[src/rtl/register_file.sv]
// register_file: flip-flop register file with one synchronous write port and two combinational read ports.
module register_file #(
  parameter int N        = 32,
  parameter int ADDR_W   = 5,
  parameter bit ZERO_REG = 1
) (
  input  logic              clk,
  input  logic              rst_n,
  input  logic              wr_ena,
  input  logic [ADDR_W-1:0] wr_addr,
  input  logic [N-1:0]      wr_data,
  input  logic [ADDR_W-1:0] rd_addr0,
  output logic [N-1:0]      rd_data0,
  input  logic [ADDR_W-1:0] rd_addr1,
  output logic [N-1:0]      rd_data1
);
  localparam int R = 2**ADDR_W;
  logic [N-1:0]      regs [R];
  logic [N-1:0]      tree [2][2*R-1];
  logic [ADDR_W-1:0] addr [2];
  assign addr[0] = rd_addr0;
  assign addr[1] = rd_addr1;
  for (genvar i = 0; i < R; i++) begin : g_reg
    if (ZERO_REG && i == 0) begin : g_zero
      assign regs[i] = '0;
    end else begin : g_ff
      always_ff @(posedge clk or negedge rst_n)
        if (!rst_n) regs[i] <= '0;
        else if (wr_ena && wr_addr == ADDR_W'(i)) regs[i] <= wr_data;
    end
  end
  // Heap-ordered mux tree: node j has children 2j+1/2j+2, leaves at R-1..2R-2;
  // the root selects on the MSB and the level just above the leaves on the LSB.
  for (genvar p = 0; p < 2; p++) begin : g_port
    for (genvar j = 0; j < R; j++) begin : g_leaf
      assign tree[p][R-1+j] = regs[j];
    end
    for (genvar j = 0; j < R-1; j++) begin : g_node
      assign tree[p][j] = addr[p][ADDR_W-$clog2(j+2)] ? tree[p][2*j+2] : tree[p][2*j+1];
    end
  end
  assign rd_data0 = tree[0][0];
  assign rd_data1 = tree[1][0];
endmodule

[config.mk]
export PLATFORM = sky130hd
export DESIGN_NAME = register_file
export DESIGN_NICKNAME = d
export VERILOG_FILES = /design/src/rtl/register_file.sv
export SDC_FILE = /design/constraint.sdc
export NUM_CORES = 2
export LEC_CHECK = 0
export BUFFER_PORTS_ARGS = -buffer_cell sky130_fd_sc_hd__buf_2
export CORE_UTILIZATION = 38
export CTS_CLUSTER_SIZE = 24
export DETAILED_ROUTE_END_ITERATION = 12
export PLACE_DENSITY = 0.51
export SLEW_MARGIN = 5
export SYNTH_ARGS = -nofsm -noshare
export SYNTH_HDL_FRONTEND = slang
export SYNTH_SLANG_ARGS = --single-unit
[constraint.sdc]
create_clock -name clk -period 3.2 [get_ports clk]
set_input_delay 0.64 -clock clk [delete_from_list [all_inputs] [get_ports clk]]
set_output_delay 0.64 -clock clk [all_outputs]
set_load 0.03 [all_outputs]
==> impl_results.md <==
* Crit-path cells: buf_16, buf_4, clkbuf_16, buf_4, mux4_2, nand2_1, and3_1, o31ai_4, buf_6
* Clock Sinks at 992
* Fin. max-slew vios at 0
* Die boundary height at 376 um
* Worst path most repeated cell: buf_4
* Clk Latency, worst-skew pair at 0.75 ns
* Routed vias/inst at 6.01
* CTS H-Tree Depth at 3
* Commonest non-fill, non-tap cell in the layout: dfrtp_1
* Met1 Track Usage GR at 0.368
* Cts bufs inserted at 113
* Post-Syn Nets at 3,689
* RSZ-0062 raised after global routing: true
* Rows at 136
* PortBufs at 113
* Starting Density at 0.385
* Synth-to-layout area growth at 20.5%
* Async S/R FF share, synth at 1.00
* FF-to-FF path depth at 2
* CTS tree: yes
* Fin area at 64,100 um^2
* DRC violations left at 0
* HPWL Detailed at 118,000 um
* Total GRT Usage at 0.263
* Achievable frequency at 314 MHz
* Reg with most FFs: regs
* Total negative setup slack at 0 ns
* Largest net degree at the start of global routing at 63
* # nets final at 3,906
* Main area contributors after synthesis: dfrtp_1 47%, mux2_2 19%, mux4_2 16%
* Status: finished clean
* Post-synth top area share at 0.467
* Core Util, Final at 0.464
* Flops & latches, synth at 992
* # setup viols final at 0
* Worst Skew at 0 ns
* Overall Power at 0.0393 W
* Buf/Inv on CP at 5
* Post-synth top area cell: dfrtp_1
* Busiest grt layer: met2
* Die Width at 376 um
* P_leak at 28.0 nW
* Routed Antenna Nets at 0
* DRT iter0 DRCs at 2,788
* Final min period at 3.19 ns
* Hold slack at 0.487 ns
* Post-Syn Area per Cell at 14.6 um^2
* FILL cells at 12,300
* PD cells at 612 nW/um^2
* Ports at 114
* Slowest CP cell: o31ai_4
* Layout cell share with drive strength beyond 1 at 0.536
* Worst setup EP type: output port
* CP max stage delay at 0.46 ns
* First-pass detailed-route iteration total at 5
* Critical path type: primary input to output port
* Syn Inst Count at 3,639
* Worst Path Arrival at 2.55 ns
* Reg2Reg Capture Point: regs[76]
* Max_slew headroom at 0.361
* First-pass GRT wire length at 268,000 um
* Post-DP Area at 58,900 um^2
* R2R Path Start: regs[76]
* Synth Cell Area at 53,200 um^2
* WL/cell at 31.9 um
* Full die area at 142,000 um^2
* Worst path top cell family by delay: buffers and inverters
* Initial antenna violation count at 15
* Critical Path RT at 2.56 ns
* Core Region at 138,000 um^2
* Final Hold Viols at 0
* Most frequent cells in the layout: 992 x dfrtp_1, 912 x mux2_2, 384 x mux4_2
* Worst hold path class: primary input to asynchronous set/reset pin
* Post-route clock period utilization at 0.996
* Register area share after synthesis at 0.467
* Reg2Reg Setup Slack at 2.29 ns
* Met2 usage at 0.404
* Worst Max-Slew Pin Slew at 0.959 ns
* Max clock buf depth at 3
* Maximum vdd drop at 0.000472 V
* Worst Path Max Fanout at 11
* Netlist cell types at 30
* Top Registers: regs (992)
* Max Cap Violations at 0
* GR Util met3 at 0.0601
* Main synth FF type: dfrtp_1
* Routability cong. at 0.812
* Clock transition at path regs at 0.05 ns
* Vias at 35,000
* Startpoint types: primary input
* Ys Warns at 0
* Number of synthesized flops with an enable pin at 0
* Vias in the first global route at 36,100
* Total gr overflow at 0
* CTS root buf: clkbuf_16
* Number of flip-flops in the largest register at 992
* Post-Route WL at 186,000 um
synth_stat cells (3+ instances only):
| library cell | count |
|---|---|
| dfrtp_1 | 992 |
| mux2_2 | 912 |
| mux4_2 | 384 |
| clkbuf_1 | 215 |
| a22o_1 | 192 |
| mux2i_1 | 160 |
| mux2_1 | 144 |
| buf_2 | 124 |
| nand2_1 | 79 |
| a211oi_1 | 64 |
| o21ai_1 | 64 |
| o22ai_1 | 64 |
| o31ai_1 | 64 |
| and2_1 | 34 |
| and3_1 | 34 |
| buf_4 | 28 |
| buf_1 | 27 |
| nor2_1 | 15 |
| buf_6 | 14 |
| nor2b_1 | 8 |
| nand2b_1 | 6 |
| nand4b_1 | 3 |
| nor3_1 | 3 |
metrics by stage:
step | instances | worst slack, ns
final | 5818 | 0.0128
after global routing | 5815 | -0.0401
after CTS | 5801 | -0.0483
after detailed placement | 5579 | -0.206
after global placement | 5579 | -0.256
after floorplan | 3639 | 0.108
power by group:
part	leakage, nW	internal (W)	switching, W
clock	1.94	0.00810	0.00552
combinational	13.4	0.00512	0.00365
sequential	12.7	0.0150	0.00186
total	28.0	0.0282	0.0110
kinds of logic after synthesis:
family | count (synthesis) | share of synthesized area
and+or+nand+nor | 189 | 0.0184
buffers and inverters | 410 | 0.0358
DFF | 992 | 0.467
muxes | 1600 | 0.416
AOI/OAI and AO/OA | 448 | 0.0632
what timing repair did:
item / in CTS / in global routing
buffers inserted: 11 / 11
pin swaps: 34 / 29
endpoints found under the hold margin: 24 / 0
hold buffers: 1 / 0
gates resized for setup: 110 / 78
cloned: 5 / 9
endpoints found under the setup margin: 55 / 43
layout make-up:
class / count / area, um^2 / share of cell area
well taps: 1863 / 2330 / 0.0364
inverters: 2 / 8.76 / 0.000137
repair buffers: 510 / 5830 / 0.0909
flip-flops and latches: 992 / 24800 / 0.387
clock buffers: 169 / 3390 / 0.0529
clock inverters: 42 / 517 / 0.00806
multi-input cells: 2237 / 27200 / 0.424
diodes: 3 / 7.51 / 0.000117
worst register-to-register path, stage by stage (launching register included):
cell and delay (ns):
dfrtp_1 0.40, buf_4 0.14, mux2_2 0.25
metal layers:
| layer | part of all wire | up-vias | wire (um) |
|---|---|---|---|
| met1 | 0.44 | 19000 | 81300 |
| met3 | 0.074 | 269 | 13800 |
| met2 | 0.46 | 1133 | 85000 |
| met4 | 0.029 | 14 | 5450 |
| li1 | - | 14600 | - |
| met5 | 0.00053 | - | 99 |
how the worst max path moves through the flow:
stage                            from      endpoint  slack (ns)  cells past startpoint
after floorplan           rd_addr1[0]  rd_data1[23]        0.11                      9
after global placement    rd_addr1[0]  rd_data1[28]       -0.26                      9
after detailed placement  rd_addr1[0]  rd_data1[17]       -0.21                      9
after CTS                    regs[29]  rd_data1[29]       -0.05                      6
after global routing        regs[129]   rd_data0[1]       -0.04                      7
final                     rd_addr0[0]  rd_data0[11]        0.01                      9
Power figures use the tool's default switching activity.
